$ cat src/rtl/debug_unit_pkg.sv
// Shared definitions for the CPU run-control/display debugger.
package debug_unit_pkg;

  typedef enum logic [1:0] {
    ST_HALT = 2'd0,
    ST_STEP = 2'd1,
    ST_RUN  = 2'd2
  } state_e;

  localparam logic [3:0] SEL_CP   = 4'd0;
  localparam logic [3:0] SEL_IND  = 4'd1;
  localparam logic [3:0] SEL_AM   = 4'd2;
  localparam logic [3:0] SEL_AIE  = 4'd3;
  localparam logic [3:0] SEL_T1   = 4'd4;
  localparam logic [3:0] SEL_T2   = 4'd5;
  localparam logic [3:0] SEL_RI   = 4'd6;
  localparam logic [3:0] SEL_BUS  = 4'd7;
  localparam logic [3:0] SEL_RAM  = 4'd8;
  localparam logic [3:0] SEL_REGS = 4'd9;
  localparam logic [3:0] SEL_MAX  = SEL_REGS;

  localparam int NUM_BTN = 3;

  // Segments packed {g,f,e,d,c,b,a}, active-low.
  function automatic logic [6:0] hex7(input logic [3:0] h);
    case (h)
      4'h0: return 7'h40;
      4'h1: return 7'h79;
      4'h2: return 7'h24;
      4'h3: return 7'h30;
      4'h4: return 7'h19;
      4'h5: return 7'h12;
      4'h6: return 7'h02;
      4'h7: return 7'h78;
      4'h8: return 7'h00;
      4'h9: return 7'h10;
      4'hA: return 7'h08;
      4'hB: return 7'h03;
      4'hC: return 7'h46;
      4'hD: return 7'h21;
      4'hE: return 7'h06;
      default: return 7'h0E;
    endcase
  endfunction

endpackage

$ cat src/rtl/debug_unit_debouncer.sv
// Button conditioner: 2-FF sync, stability counter, one-cycle pulse on accepted press.
module debug_unit_debouncer #(
  parameter int p_width = 16
) (
  input  logic i_w_clk,
  input  logic i_w_reset,
  input  logic i_w_raw,
  output logic o_w_pulse
);

  logic [1:0]         sync;
  logic               stable;
  logic [p_width-1:0] cnt;

  // A new level is accepted only after 2^p_width consecutive samples disagree with the old one.
  always_ff @(posedge i_w_clk) begin
    if (i_w_reset) begin
      sync      <= '0;
      stable    <= 1'b0;
      cnt       <= '0;
      o_w_pulse <= 1'b0;
    end else begin
      sync      <= {sync[0], i_w_raw};
      o_w_pulse <= 1'b0;
      if (sync[1] == stable) begin
        cnt <= '0;
      end else if (&cnt) begin
        stable    <= sync[1];
        cnt       <= '0;
        o_w_pulse <= sync[1];
      end else begin
        cnt <= cnt + 1'b1;
      end
    end
  end

endmodule

$ cat src/rtl/debug_unit.sv
// Run-control (halt/step/run/breakpoint) and 7-segment value display for the microprogrammed CPU.
import debug_unit_pkg::*;

module debug_unit #(
  parameter int p_data_width     = 16,
  parameter int p_address_width  = 10,
  parameter int p_debounce_width = 16,
  parameter int p_scan_width     = 16
) (
  input  logic                       i_w_clk,
  input  logic                       i_w_reset,
  input  logic                       i_w_btn_step,
  input  logic                       i_w_btn_run,
  input  logic                       i_w_btn_next,
  input  logic                       i_w_sw_micro,
  input  logic                       i_w_sw_bp_en,
  input  logic [p_address_width-1:0] i_w_bp_addr,
  input  logic [p_address_width-1:0] i_w_disp_addr,
  input  logic                       i_w_fetch,
  input  logic [p_data_width-1:0]    i_w_cp,
  input  logic [p_data_width-1:0]    i_w_ind,
  input  logic [p_data_width-1:0]    i_w_am,
  input  logic [p_data_width-1:0]    i_w_aie,
  input  logic [p_data_width-1:0]    i_w_t1,
  input  logic [p_data_width-1:0]    i_w_t2,
  input  logic [p_data_width-1:0]    i_w_ri,
  input  logic [p_data_width-1:0]    i_w_bus,
  input  logic [p_data_width-1:0]    i_w_ram,
  input  logic [p_data_width-1:0]    i_w_regs,
  output logic                       o_w_cpu_en,
  output logic                       o_w_halted,
  output logic                       o_w_bp_hit,
  output logic [3:0]                 o_w_sel,
  output logic [p_address_width-1:0] o_w_ram_disp_addr,
  output logic [2:0]                 o_w_regs_disp_addr,
  output logic [6:0]                 o_w_seg,
  output logic [3:0]                 o_w_an
);

  // ---------------- buttons ----------------
  logic [NUM_BTN-1:0] btn_raw, btn_p;
  logic               step_p, run_p, next_p;

  assign btn_raw = {i_w_btn_next, i_w_btn_run, i_w_btn_step};

  for (genvar g = 0; g < NUM_BTN; g++) begin : g_db
    debug_unit_debouncer #(.p_width(p_debounce_width)) u_db (
      .i_w_clk   (i_w_clk),
      .i_w_reset (i_w_reset),
      .i_w_raw   (btn_raw[g]),
      .o_w_pulse (btn_p[g])
    );
  end

  assign step_p = btn_p[0];
  assign run_p  = btn_p[1];
  assign next_p = btn_p[2];

  // ---------------- run control ----------------
  state_e state, state_nx;
  logic   first, en, bp_set, bp_clr, bp_match;

  assign bp_match = !first && i_w_sw_bp_en && i_w_fetch &&
                    (i_w_cp[p_address_width-1:0] == i_w_bp_addr);

  always_ff @(posedge i_w_clk) begin
    if (i_w_reset) begin
      state      <= ST_HALT;
      first      <= 1'b0;
      o_w_bp_hit <= 1'b0;
    end else begin
      state <= state_nx;
      first <= (state == ST_HALT) && (state_nx != ST_HALT);
      if (bp_clr)      o_w_bp_hit <= 1'b0;
      else if (bp_set) o_w_bp_hit <= 1'b1;
    end
  end

  always_comb begin
    state_nx = state;
    en       = 1'b0;
    bp_set   = 1'b0;
    bp_clr   = 1'b0;
    case (state)
      ST_HALT: begin
        if (step_p) begin
          state_nx = ST_STEP;
          bp_clr   = 1'b1;
        end else if (run_p) begin
          state_nx = ST_RUN;
          bp_clr   = 1'b1;
        end
      end
      ST_STEP: begin
        // Instruction step runs until the next fetch, freezing the CPU at that boundary.
        if (i_w_sw_micro) begin
          en       = 1'b1;
          state_nx = ST_HALT;
        end else if (first || !i_w_fetch) begin
          en = 1'b1;
        end else begin
          state_nx = ST_HALT;
        end
      end
      ST_RUN: begin
        if (bp_match) begin
          state_nx = ST_HALT;
          bp_set   = 1'b1;
        end else begin
          en = 1'b1;
          if (run_p) state_nx = ST_HALT;
        end
      end
      default: state_nx = ST_HALT;
    endcase
  end

  assign o_w_cpu_en = en && !i_w_reset;
  assign o_w_halted = (state == ST_HALT);

  // ---------------- display select ----------------
  always_ff @(posedge i_w_clk) begin
    if (i_w_reset) begin
      o_w_sel            <= SEL_CP;
      o_w_ram_disp_addr  <= '0;
      o_w_regs_disp_addr <= '0;
    end else begin
      if (next_p) o_w_sel <= (o_w_sel == SEL_MAX) ? SEL_CP : o_w_sel + 4'd1;
      o_w_ram_disp_addr  <= i_w_disp_addr;
      o_w_regs_disp_addr <= i_w_disp_addr[2:0];
    end
  end

  logic [p_data_width-1:0] disp_mux, disp_val;

  always_comb begin
    disp_mux = '0;
    case (o_w_sel)
      SEL_CP:   disp_mux = i_w_cp;
      SEL_IND:  disp_mux = i_w_ind;
      SEL_AM:   disp_mux = i_w_am;
      SEL_AIE:  disp_mux = i_w_aie;
      SEL_T1:   disp_mux = i_w_t1;
      SEL_T2:   disp_mux = i_w_t2;
      SEL_RI:   disp_mux = i_w_ri;
      SEL_BUS:  disp_mux = i_w_bus;
      SEL_RAM:  disp_mux = i_w_ram;
      SEL_REGS: disp_mux = i_w_regs;
      default:  disp_mux = '0;
    endcase
  end

  // ---------------- scan ----------------
  logic [p_scan_width-1:0] scan_cnt;
  logic [1:0]              digit;
  logic [3:0]              nib;

  assign digit = scan_cnt[p_scan_width-1 -: 2];
  assign nib   = disp_val[{digit, 2'b00} +: 4];

  // Anodes and segments are registered together so a digit never shows its neighbour's value.
  always_ff @(posedge i_w_clk) begin
    if (i_w_reset) begin
      disp_val <= '0;
      scan_cnt <= '0;
      o_w_an   <= 4'b1111;
      o_w_seg  <= 7'h7F;
    end else begin
      disp_val <= disp_mux;
      scan_cnt <= scan_cnt + 1'b1;
      o_w_an   <= ~(4'b0001 << digit);
      o_w_seg  <= hex7(nib);
    end
  end

endmodule
$ cat config.mk
export PLATFORM = sky130hd
export DESIGN_NAME = debug_unit
export DESIGN_NICKNAME = d
export VERILOG_FILES = /design/src/rtl/debug_unit_pkg.sv /design/src/rtl/debug_unit_debouncer.sv /design/src/rtl/debug_unit.sv
export SDC_FILE = /design/constraint.sdc
export NUM_CORES = 1
export LEC_CHECK = 0
export ABC_AREA = 1
export BUFFER_PORTS_ARGS = -buffer_cell sky130_fd_sc_hd__buf_2
export CORE_UTILIZATION = 46
export DETAILED_ROUTE_END_ITERATION = 8
export HOLD_SLACK_MARGIN = 0.1
export MAX_ROUTING_LAYER = met4
export PLACE_DENSITY = 0.81
export RECOVER_POWER = 25
export SLEW_MARGIN = 10
export SYNTH_ARGS = -nofsm -noshare
export SYNTH_HDL_FRONTEND = slang
export SYNTH_SLANG_ARGS = --single-unit
$ cat constraint.sdc
create_clock -name i_w_clk -period 1.7 [get_ports i_w_clk]
set_input_delay 0 -clock i_w_clk [delete_from_list [all_inputs] [get_ports i_w_clk]]
set_output_delay 0 -clock i_w_clk [all_outputs]
set_load 0.03 [all_outputs]
==> run_results.csv, run 1 <==
group,metric,value,unit
grt,track_usage,57.5,%
placed_design,place_inst,1326,
logic_synthesis,ys_ff_latch,121,
placed_design,io_buffers,218,
clock_network,ctsRootBufferMaster,"clkbuf_16",
clock_network,cts_buffer_depth,2,
logic_synthesis,synthesis.nets,1142,
grt,grt_max_degree,44,
floorplan,initial_utilization,48.1,%
logic_synthesis,yosys.cell_types.count,37,
grt,grt_pass1_wl,59.3,mm
placed_design,dp_hpwl,14.1,mm
logic_synthesis,syn_inst,940,
placed_design,placed_area,7860,sq um
floorplan,die_width,121,microns
floorplan,num_rows,42,
logic_synthesis,yosysWarnings,0,
floorplan,ioPinCount,219,
clock_network,cts_buffers,17,
status,stop_error,"[ERROR GRT-0116] Global routing finished with congestion. Check the congestion regions in the DRC Viewer.",
floorplan,die_h,121,microns
logic_synthesis,yosysSeqAreaShare,37.5,%
clock_network,cts_sinks,121,
status,status,"aborted with a tool error",
logic_synthesis,netlist_area,6470,sq um
grt,grt_pass1_vias,10296,
logic_synthesis,synth.avg_cell_area,6.88,sq um
grt,grt.overflow.total,14,
clock_network,cts_max_level,4,
status,lastStage,"5_1_grt",
placed_design,globalplace.congestion,1.01,
through the flow:
step / setup TNS [ns] / hold slack, ns / setup slack, ns
2_1_floorplan: 0 / 0.107 / 0.0219
3_3_place_gp: 0 / 0.199 / 0.00719
3_5_place_dp: -0.00867 / 0.206 / -0.00867
4_1_cts: 0 / 0.102 / 0.00427
timing repair:
action / 4_1_cts
hold endpoints to repair: 39
hold buffers: 183
pin swaps: 7
resized for setup: 12
setup endpoints to repair: 5
buffers inserted: 3
cells in the mapped netlist (all sizes together):
| cell type | n | area share, % |
|---|---|---|
| nor4 | 2 | 0.19 |
| nor3b | 12 | 1.5 |
| nand2b | 1 | 0.097 |
| dfxtp | 121 | 37 |
| nor2 | 100 | 6.8 |
| a22oi | 3 | 0.35 |
| o21ai | 33 | 2.7 |
| o31ai | 9 | 1.0 |
| a21oi | 38 | 2.9 |
| inv | 133 | 7.7 |
| buf | 20 | 2.0 |
| o211ai | 2 | 0.23 |
| nand3 | 153 | 12 |
| o2111ai | 8 | 1.1 |
| xnor2 | 10 | 1.4 |
| or2 | 2 | 0.19 |
| o211a | 1 | 0.15 |
| xor2 | 10 | 1.4 |
| nand4 | 12 | 1.4 |
| nand2 | 196 | 12 |
| clkbuf | 16 | 0.93 |
| ha | 14 | 2.7 |
| a31oi | 20 | 1.9 |
| nor3 | 24 | 2.0 |
metal layers:
metal | track usage, % | GRT overflow
met4 | 48.9 | 5
met5 | - | -
met1 | 57.0 | 0
met2 | 73.1 | 8
met3 | 43.1 | 1
cells by family after synthesis:
kind of cell,share of synthesized area (%)
AOI/OAI and AO/OA,10.5
xor gates and xnor gates,2.71
adders and majority gates,2.71
buffers and inverters,10.6
DFF,37.5
and+or+nand+nor,36.0
==> run 2, diff against run 1 <==
- CORE_UTILIZATION: 46 -> 40
- HOLD_SLACK_MARGIN: 0.1 -> unset
- MAX_ROUTING_LAYER: met4 -> unset
- PLACE_DENSITY: 0.81 -> unset
- PLACE_DENSITY_LB_ADDON: unset -> 0.15
- clock period: 1.7 -> 2.2 ns (I/O delays scaled with it)
==> run 2 against run 1 <==
Effect of this change:
- the flow now finishes, with violations (DRC)
- synthesized area is the same
- synthesized cell count is the same
==> run_results.csv, run 2 <==
group,metric,value,unit
logic_synthesis,yosysWarnings,0,
pwr,p_switching,1.25,mW
clock_network,cts_buffers,17,
sta,skew,0.00859,ns
logic_synthesis,yosysMostFrequentCell,"nand2_1",
grt,track_usage,25.6,%
layout,multi_input_area,3380,sq um
detailed_routing,wirelength,20.7,mm
pwr,leakagePower,4.36,nW
logic_synthesis,synth.avg_cell_area,6.88,sq um
sta,fin_ws,0.116,ns
layout,drive_gt1_share,22.3,%
worst_setup_path,slowest_delay,0.56,ns
clock_network,cts_setup_buffers,0,
floorplan,num_rows,46,
clock_network,cts_buffer_depth,2,
logic_synthesis,netlist_area,6470,sq um
job,cap_violations,0,
grt,grt_pass1_vias,7172,
detailed_routing,vias,7409,
logic_synthesis,yosys.cell_types.count,37,
floorplan,initial_utilization,40.9,%
pwr,finalPower,5.56,mW
placed_design,placement.setup.worst_slack,0.292,ns
detailed_routing,vias_per_cell,4.96,
sta,period_minus_slack,2.08,ns
detailed_routing,drt_pass1_iterations,7,
logic_synthesis,synthesis.nets,1142,
pwr,power_density,585,nW/um^2
placed_design,placed_area,7750,sq um
clock_network,cts_max_level,4,
clock_network,clk_latency,0.42,ns
logic_synthesis,yosys_most_used_dff,"dfxtp_1",
layout,final_cell_mix,"buf_2 (198), nand2_1 (189), nand3_1 (148), inv_1 (124), dfxtp_1 (118)",
pwr,p_int,4.31,mW
logic_synthesis,syn_inst,940,
logic_synthesis,ys_ff_latch,121,
placed_design,globalplace.congestion,0.934,
sta,worst_slew_pin_slew,0.424,ns
floorplan,dieArea,16700,sq um
logic_synthesis,synth_top_area_share,37.5,%
pwr,seqPwrFrac,40.7,%
grt,grt_pass1_wl,33.0,mm
worst_setup_path,critPathMaxFanout,16,
clock_network,cts_sinks,121,
logic_synthesis,async_flop_share,0,%
sta,slew-limit-headroom,71.7,%
placed_design,dp_hpwl,14.6,mm
detailed_routing,ant_nets,0,
layout,area_delta_synth_final,46.8,%
floorplan,die_h,129,microns
layout,largest_reg_flops,48,
grt,grt_max_degree,61,
sta,fmax,480,MHz
sta,setup_viol_count_final,0,
logic_synthesis,yosys-top-cells-count,"nand2_1 (190), nand3_1 (148), inv_1 (124)",
placed_design,io_buffers,218,
sta,hold_viol,0,
worst_setup_path,worstPathArrival,2.45,ns
layout,regArea,2430,sq um
worst_setup_path,slowest_stage,"dlygate4sd3_1",
logic_synthesis,yosysTopAreaCell,"dfxtp_1",
worst_setup_path,critical_path.most_common_cell,"nand2_1",
worst_setup_path,start_kind,"flop",
detailed_routing,drc_errors,1,
pwr,p_clk_share,48.6,%
layout,stdcell_area,9490,sq um
clock_network,ctsRootBufferMaster,"clkbuf_16",
grt,grt.overflow.total,0,
pwr,vdd_drop_max,0.600,mV
grt,antenna_found_initial,1,
detailed_routing,drtIter0Drc,404,
worst_setup_path,crit_path_cell_trace,"inv_2, nor2_4, nand2_1, inv_4, nand2_1, nand3_1, dlygate4sd3_1, o31ai_1, inv_1",
logic_synthesis,yosysSeqAreaShare,37.5,%
clock_network,clk_pin_slew,0.06,ns
sta,rsz0062_at_grt,"false",
layout,antenna_cells,0,
layout,fin_nets,1468,
status,violations,"DRC",
sta,slew_viol_final,0,
pwr,swShare,22.5,%
floorplan,die_width,129,microns
clock_network,cts_tree,"built",
layout,reg_top3,"g_db.u_db.cnt x48, disp_val x16, scan_cnt x16",
status,status,"finished, violations left",
layout,fillers,1476,
worst_hold_path,min_path_type,"in2reg",
layout,top_register,"g_db.u_db.cnt",
worst_setup_path,required,2.57,ns
sta,finalCritPeriodShare,94.7,%
layout,final_util,60.0,%
floorplan,ioPinCount,219,
logic_synthesis,synth_edf_count,0,
layout,final_common_cell,"buf_2",
worst_setup_path,crit_type,"reg2reg",
pwr,p_comb_share,10.7,%
floorplan,core,15800,sq um
detailed_routing,wl_per_cell,13.9,microns
logic_synthesis,synthTopCellsByArea,"dfxtp_1 (37%), nand3_1 (11%), nand2_1 (11%)",
sta,setup_tns,0,ns
worst_setup_path,end_kind,"flop",
[run 2: cell counts after synthesis]
Identical to the previous run, type by type.
[run 2: final timing paths]
path	startpoint	slack, ns	depth (start not counted)	endpoint
worst max register to register	o_w_sel[0]	0.12	9	disp_val[11]
worst max-delay path	o_w_sel[0]	0.12	9	disp_val[11]
worst min register to register	g_db[0].u_db.sync[0]	0.41	2	g_db[0].u_db.sync[1]
worst min-delay path	i_w_regs[4]	0.02	7	disp_val[4]
[run 2: power groups by stage]
| stage | clock network (mW) | logic [mW] | registers (mW) |
|---|---|---|---|
| after floorplan | 0 | 0.151 | 2.35 |
| after global placement | 0 | 0.436 | 2.31 |
| after detailed placement | 0 | 0.436 | 2.31 |
| after CTS | 2.74 | 0.587 | 2.26 |
| after global routing | 2.83 | 0.647 | 2.26 |
| final | 2.70 | 0.594 | 2.26 |
[run 2: timing repair]
action | CTS | global route
hold buffers | 116 | 0
endpoints found under the setup margin | 0 | 10
hold endpoints to repair | 32 | 0
resized for setup | 0 | 11
[run 2: worst max-delay path, delay by kind of cell, from the launching register on]
family,cells,cell delay (ns)
buffers and inverters,4,0.92
AO/OA/AOI/OAI,1,0.08
flip-flops,1,0.42
AND/OR/NAND/NOR,4,0.60
[run 2: per-stage QoR]
step	instances	hold WS [ns]
after global routing	1495	0.0455
after detailed placement	1347	0.205
after global placement	1347	0.199
final	1495	0.0169
after CTS	1495	0.0000620
after floorplan	940	0.107
[run 2: layout make-up]
type / count / area share, %
Multi-Input combinational cell: 650 / 35.6
Sequential cell: 121 / 25.6
Timing Repair Buffer: 343 / 24.6
Inverter: 133 / 5.31
Clock buffer: 24 / 5.08
Tap cell: 216 / 2.85
Clock inverter: 8 / 0.989
[run 2: cells by family after synthesis]
logic type               share of synthesized area (%)
flip-flops                                        37.5
buffers and inverters                             10.6
AO/OA/AOI/OAI                                     10.5
XOR/XNOR                                          2.71
adder cells (fa/ha/maj)                           2.71
AND/OR/NAND/NOR                                   36.0
[run 2: layer usage]
layer | vias up | track usage [%] | wire length, microns
met5 | - | 0 | 13
met4 | 2 | 17.4 | 1140
met3 | 103 | 6.07 | 1440
met2 | 343 | 43.1 | 9680
met1 | 3232 | 28.7 | 8440
li1 | 3729 | - | -
Power figures use the tool's default switching activity.
==> run 3, diff against run 2 <==
- CORE_ASPECT_RATIO: unset -> 0.9
- SYNTH_HIERARCHICAL: unset -> 1
- clock period: 2.2 -> 2.3 ns (I/O delays scaled with it)
==> run 3 against run 2 <==
Effect of this change:
- the flow now finishes without violations
- critical path depth shrank 2
- non-clock buffer count shrank 35
- register-to-register slack lost 0.07 ns
- total power shrank 3.5%
- via count grew 4.0%
- hold slack gained 0.0057 ns
- routed wire length grew 5.4%
- final area grew 0.90%
- count of clock-buffer cells in the layout shrank 4
- synthesized cell count grew 7.0%
==> run_results.csv, run 3 <==
group,metric,value,unit
status,status,"finished clean",
clock_network,cts_sinks,121,
sta,setup_viol_count_final,0,
logic_synthesis,synthesis.nets,1208,
worst_hold_path,min_path_type,"in2reg",
worst_setup_path,r2r-start,"o_w_sel[3]",
sta,rsz0062_at_grt,"false",
sta,fmax,444,MHz
layout,largest_reg_flops,48,
placed_design,io_buffers,218,
logic_synthesis,yosysMostFrequentCell,"nand3_1",
floorplan,ioPinCount,219,
layout,top_register,"g_db.u_db/cnt",
worst_setup_path,worstPathArrival,2.54,ns
worst_hold_path,min_to,"disp_val[3]",
logic_synthesis,synth.avg_cell_area,6.86,sq um
placed_design,placement.setup.worst_slack,0.416,ns
logic_synthesis,yosys.cell_types.count,44,
floorplan,die_width,140,microns
pwr,leakagePower,4.22,nW
pwr,vdd_drop_max,0.541,mV
clock_network,ctsRootBufferMaster,"clkbuf_16",
layout,multi_input_area,3780,sq um
sta,slew_viol_final,0,
detailed_routing,drtIter0Drc,838,
logic_synthesis,synth_edf_count,0,
layout,regArea,2420,sq um
pwr,p_comb_share,9.3,%
sta,period_minus_slack,2.25,ns
detailed_routing,vias_per_cell,5.10,
worst_setup_path,slowest_stage,"dlygate4sd3_1",
logic_synthesis,yosysWarnings,6,
clock_network,cts_max_level,4,
worst_setup_path,r2r_cells,7,
clock_network,clk_latency,0.41,ns
grt,grt_max_degree,38,
worst_setup_path,r2r-end,"disp_val[14]",
clock_network,cts_buffers,17,
detailed_routing,ant_nets,0,
sta,fin_ws,0.0474,ns
pwr,swShare,21.5,%
logic_synthesis,yosys_most_used_dff,"dfxtp_1",
logic_synthesis,netlist_area,6900,sq um
worst_setup_path,end_kind,"flop",
layout,final_cells,1511,
grt,antenna_found_initial,0,
grt,grt.overflow.total,0,
layout,stdcell_area,9580,sq um
grt,track_usage,24.6,%
sta,skew,0.00715,ns
layout,fin_nets,1492,
worst_setup_path,startpoint,"o_w_sel[3]",
placed_design,globalplace.congestion,1.02,
job,cap_violations,0,
detailed_routing,drt_pass1_iterations,7,
worst_setup_path,start_kind,"flop",
layout,reg_top3,"g_db.u_db/cnt x48, disp_val x16, scan_cnt x16",
floorplan,dieArea,17800,sq um
detailed_routing,vias,7703,
grt,grt_pass1_vias,6814,
pwr,p_int,4.21,mW
pwr,seqPwrFrac,40.4,%
logic_synthesis,syn_inst,1006,
clock_network,cts_buffer_depth,2,
worst_setup_path,crit_type,"reg2reg",
logic_synthesis,yosysTopAreaCell,"dfxtp_1",
layout,antenna_cells,0,
worst_setup_path,critPathMaxFanout,18,
layout,final_common_cell,"buf_2",
sta,finalCritPeriodShare,97.9,%
worst_setup_path,slowest_delay,0.60,ns
logic_synthesis,async_flop_share,0,%
clock_network,clk_pin_slew,0.05,ns
clock_network,cts_tree,"built",
logic_synthesis,synthTopCellsByArea,"dfxtp_1 (35%), nand3_1 (13%), nand2_1 (9.0%)",
detailed_routing,wirelength,21.8,mm
sta,slew-limit-headroom,23.6,%
layout,final_cell_mix,"buf_2 (192), nand3_1 (176), nand2_1 (166), inv_1 (129), dfxtp_1 (121)",
logic_synthesis,yosys-top-cells-count,"nand3_1 (176), nand2_1 (166), inv_1 (129)",
placed_design,place_inst,1405,
worst_setup_path,crit_path_cell_trace,"nor2_4, buf_4, nand3_1, nand4_1, dlygate4sd3_1, o31ai_1, inv_1",
worst_hold_path,hold_depth,5,
floorplan,die_h,127,microns
placed_design,dp_hpwl,16.0,mm
logic_synthesis,synth_top_area_share,35.1,%
sta,setup_tns,0,ns
pwr,power_density,560,nW/um^2
detailed_routing,drc_errors,0,
sta,worst_slew_pin_slew,1.15,ns
placed_design,placed_area,8230,sq um
pwr,p_switching,1.15,mW
layout,area_delta_synth_final,38.8,%
logic_synthesis,ys_ff_latch,121,
grt,grt_pass1_wl,34.2,mm
layout,drive_gt1_share,23.5,%
sta,hold_viol,0,
floorplan,initial_utilization,40.9,%
logic_synthesis,yosysSeqAreaShare,35.1,%
pwr,p_clk_share,50.3,%
worst_setup_path,required,2.59,ns
worst_hold_path,min_from,"i_w_ri[3]",
worst_setup_path,rrSetupSlack,0.05,ns
detailed_routing,wl_per_cell,14.4,microns
pwr,finalPower,5.36,mW
floorplan,num_rows,45,
floorplan,core,16900,sq um
layout,fillers,1631,
run 3: critical path: cells and delay by family, from the launching register on:
kind	cells	cell delay, ns
compound gates	1	0.33
buf+inv	3	0.91
flops	1	0.51
simple gates	3	0.39
run 3: how the worst max path moves through the flow:
stage	endpoint	cells after the start
3_3_place_gp	o_w_seg[0]	8
3_5_place_dp	o_w_seg[0]	8
2_1_floorplan	o_w_seg[0]	8
5_1_grt	disp_val[12]	9
6_report	disp_val[14]	7
4_1_cts	disp_val[1]	9
run 3: repair_timing:
action	4_1_cts	5_1_grt
resized for setup	0	4
buffers inserted	0	3
hold buffers	74	0
endpoints found under the hold margin	34	0
setup endpoints to repair	0	11
run 3: logic make-up (layout without fill, tap and decap cells):
| logic type | after synthesis | count (layout) | synth area share [%] |
|---|---|---|---|
| AO/OA/AOI/OAI | 114 | 114 | 10.4 |
| XOR/XNOR | 28 | 28 | 3.55 |
| adder cells (fa/ha/maj) | 14 | 14 | 2.54 |
| buffers and inverters | 177 | 471 | 10.5 |
| flip-flops | 121 | 121 | 35.1 |
| AND/OR/NAND/NOR | 552 | 552 | 37.9 |
run 3: layout make-up:
class / count / share of cell area (%)
multi-input combinational: 708 / 39.5
inverter: 134 / 5.28
clock inverter: 9 / 1.57
timing repair buffer: 308 / 21.0
clock buffer: 20 / 4.66
tap: 211 / 2.76
sequential: 121 / 25.3
run 3: per-stage QoR:
| step | hold slack [ns] | util (%) |
|---|---|---|
| 2_1_floorplan | 0.0712 | - |
| 3_3_place_gp | 0.199 | 48.7 |
| 3_5_place_dp | 0.206 | 48.7 |
| 4_1_cts | 0.00141 | 56.6 |
| 5_1_grt | 0.0220 | 56.7 |
| 6_report | 0.0226 | 56.7 |
run 3: power by group through the flow:
stage | logic [mW] | registers [mW] | clock network [mW]
floorplan | 0.153 | 2.25 | 0
global route | 0.541 | 2.17 | 2.86
finish | 0.497 | 2.17 | 2.70
detailed placement | 0.422 | 2.21 | 0
CTS | 0.500 | 2.16 | 2.76
global placement | 0.423 | 2.21 | 0
run 3: metal layers:
layer / GRT usage, % / part of all wire (%) / vias to the layer above
met5: 0 / 0 / -
met1: 35.7 / 48 / 3478
met2: 36.0 / 43 / 299
li1: - / - / 3881
met4: 8.27 / 2.0 / 0
met3: 4.76 / 6.8 / 45
==> run 4, diff against run 3 <==
- ABC_AREA: 1 -> 0
- CORE_UTILIZATION: 40 -> 50
==> run 4 against run 3 <==
Effect of this change:
- final area is 8.7% lower
- largest power group unchanged
- synthesized area down 13%
- final cell count shrank 25%
- total power is 5.7% lower
- synthesized cell count shrank 36%
- first-iteration DRC count fell by 0.48%
- worst setup slack worse by 0.0065 ns
- largest cell class unchanged
- non-clock buffer count is 25 higher
- highest routed layer is now met5
- critical path type unchanged
- core utilization is 19 points higher
- count of clock-buffer cells in the layout is 2 lower
- clock skew increased by 0.0021 ns
- combinational power up 9.1%
==> run_results.csv, run 4 <==
group,metric,value,unit
status,status,"finished clean",
logic_synthesis,yosys.cell_types.count,56,
pwr,p_clk_share,46.5,%
layout,top_register,"g_db.u_db/cnt",
worst_setup_path,critical_path.most_common_cell,"buf_4",
layout,final_common_cell,"buf_2",
detailed_routing,wl_met1,8.17,mm
detailed_routing,ant_nets,0,
grt,grt_pass1_wl,30.8,mm
pwr,seqPwrFrac,42.8,%
detailed_routing,top_layer_used,"met5",
detailed_routing,met2_length,9.25,mm
worst_setup_path,rrSetupSlack,0.04,ns
layout,area_delta_synth_final,45.8,%
logic_synthesis,yosysTopAreaCell,"dfxtp_1",
worst_setup_path,worst-path-buf-inv,3,
placed_design,placement.setup.worst_slack,0.0349,ns
logic_synthesis,synthesis.nets,845,
detailed_routing,wirelength,20.0,mm
logic_synthesis,yosys_most_used_dff,"dfxtp_1",
placed_design,place_inst,1006,
floorplan,ioPinCount,219,
sta,skew,0.00924,ns
worst_setup_path,required,2.63,ns
pwr,vdd_drop_max,0.428,mV
worst_setup_path,critPathMaxFanout,9,
clock_network,cts_max_level,4,
floorplan,dieArea,12400,sq um
sta,slew-limit-headroom,32.7,%
clock_network,cts_buffer_depth,2,
clock_network,clk_latency,0.42,ns
pwr,power_density,578,nW/um^2
clock_network,cts_setup_buffers,0,
floorplan,die_width,117,microns
worst_setup_path,end_kind,"flop",
pwr,p_comb_share,10.7,%
placed_design,io_buffers,218,
pwr,p_switching,1.24,mW
layout,largest_reg_flops,48,
floorplan,die_h,106,microns
sta,fmax,443,MHz
sta,fin_ws,0.0409,ns
logic_synthesis,syn_inst,643,
worst_setup_path,crit_path_cell_trace,"buf_4, nor4b_4, buf_4, a22oi_1, dlygate4sd3_1, a31oi_1",
pwr,p_int,3.82,mW
pwr,finalPower,5.06,mW
worst_setup_path,slowest_delay,0.56,ns
logic_synthesis,ys_ff_latch,121,
floorplan,num_rows,37,
grt,grt_pass1_vias,6268,
sta,finalCritPeriodShare,98.2,%
logic_synthesis,netlist_area,6000,sq um
sta,slew_viol_final,0,
detailed_routing,wl_per_cell,17.6,microns
grt,grt_max_degree,38,
clock_network,cts_buffers,17,
worst_setup_path,cpLargestDelayFamily,"buffers and inverters",
sta,hold_viol,0,
grt,track_usage,31.7,%
logic_synthesis,synth_top_area_share,40.4,%
logic_synthesis,yosysMostFrequentCell,"dfxtp_1",
logic_synthesis,yosysWarnings,6,
worst_setup_path,crit_type,"reg2reg",
clock_network,cts_tree,"built",
layout,drive_gt1_share,27.9,%
layout,fin_nets,1164,
logic_synthesis,async_flop_share,0,%
sta,rsz0062_at_grt,"false",
detailed_routing,drtIter0Drc,834,
worst_setup_path,worstPathArrival,2.59,ns
logic_synthesis,synth.avg_cell_area,9.33,sq um
worst_setup_path,slowest_stage,"dlygate4sd3_1",
grt,grt.overflow.total,0,
sta,setup_tns,0,ns
layout,fillers,861,
worst_hold_path,min_path_type,"in2reg",
detailed_routing,drt_pass1_iterations,8,
logic_synthesis,synth_edf_count,0,
sta,setup_viol_count_final,0,
detailed_routing,vias,6469,
clock_network,cts_sinks,121,
logic_synthesis,yosysSeqAreaShare,40.4,%
worst_setup_path,start_kind,"flop",
detailed_routing,drc_errors,0,
layout,reg_top3,"g_db.u_db/cnt x48, disp_val x16, scan_cnt x16",
floorplan,initial_utilization,51.8,%
pwr,leakagePower,3.45,nW
clock_network,ctsRootBufferMaster,"clkbuf_16",
logic_synthesis,synthTopCellsByArea,"dfxtp_1 (40%), xnor2_1 (6.0%), a221oi_1 (4.7%)",
placed_design,globalplace.congestion,0.956,
sta,period_minus_slack,2.26,ns
layout,antenna_cells,0,
placed_design,dp_hpwl,14.0,mm
logic_synthesis,yosys-top-cells-count,"dfxtp_1 (121), nor2_1 (70), xnor2_1 (41)",
sta,worst_slew_pin_slew,1.01,ns
pwr,swShare,24.5,%
floorplan,core,11600,sq um
grt,antenna_found_initial,2,
clock_network,clk_pin_slew,0.06,ns
layout,final_cells,1131,
job,cap_violations,0,
layout,final_cell_mix,"buf_2 (192), dfxtp_1 (120), dlygate4sd3_1 (93), nor2_1 (70), xnor2_1 (41)",
detailed_routing,vias_per_cell,5.72,
detailed_routing,wl_met3,1.83,mm
[run 4: worst register-to-register path, cell delays in order (launching register included)]
cell and delay [ns]:
dfxtp_1 0.41, buf_4 0.22, nor4b_4 0.53, buf_4 0.25, a22oi_1 0.07, dlygate4sd3_1 0.56
a31oi_1 0.13
[run 4: cell families after synthesis]
| logic type | synth area share [%] |
|---|---|
| simple gates | 23.2 |
| compound gates | 17.5 |
| xor+xnor | 9.49 |
| mux | 2.90 |
| flops | 40.4 |
| buf+inv | 3.65 |
| fa+ha+maj | 2.92 |
[run 4: what timing repair did]
item / CTS / global route
hold buffers: 93 / 0
setup endpoints to repair: 0 / 2
hold endpoints to repair: 31 / 0
gates resized for setup: 0 / 3
[run 4: power by group through the flow]
stage	Combinational, mW	Clock, mW	Sequential [mW]
after global placement	0.406	0	2.21
after floorplan	0.133	0	2.25
final	0.542	2.35	2.16
after detailed placement	0.408	0	2.21
after global routing	0.575	2.50	2.17
after CTS	0.536	2.38	2.16
[run 4: stage by stage]
step,hold slack [ns],util [%],area (sq um)
final,0.0219,75.6,8750
after global routing,0.0376,75.6,8750
after CTS,0.0150,75.9,8790
after detailed placement,0.220,63.3,7330
after global placement,0.210,63.3,7330
after floorplan,0.0716,-,6000
[run 4: cell type report]
class | count | area (sq um) | area share (%)
inverter | 14 | 52.6 | 0.601
multi-input combinational | 475 | 3380 | 38.7
clock inverter | 14 | 98.8 | 1.13
tap | 156 | 195 | 2.23
clock buffer | 18 | 429 | 4.91
timing repair buffer | 333 | 2160 | 24.7
sequential | 121 | 2420 | 27.7
[run 4: per-layer routing]
metal	vias to the layer above	global-route usage [%]
li1	3030	-
met1	2995	38.2
met2	351	51.6
met3	91	11.1
met4	2	13.5
met5	-	0
[run 4: path summary, 6_finish.rpt]
check                                       endpoint            startpoint  cells past startpoint
worst min register to register  g_db[0].u_db/sync[1]  g_db[0].u_db/sync[0]                      1
worst max-delay path                    disp_val[12]            o_w_sel[1]                      6
worst max register to register          disp_val[12]            o_w_sel[1]                      6
worst min-delay path                     disp_val[6]             i_w_cp[6]                      3
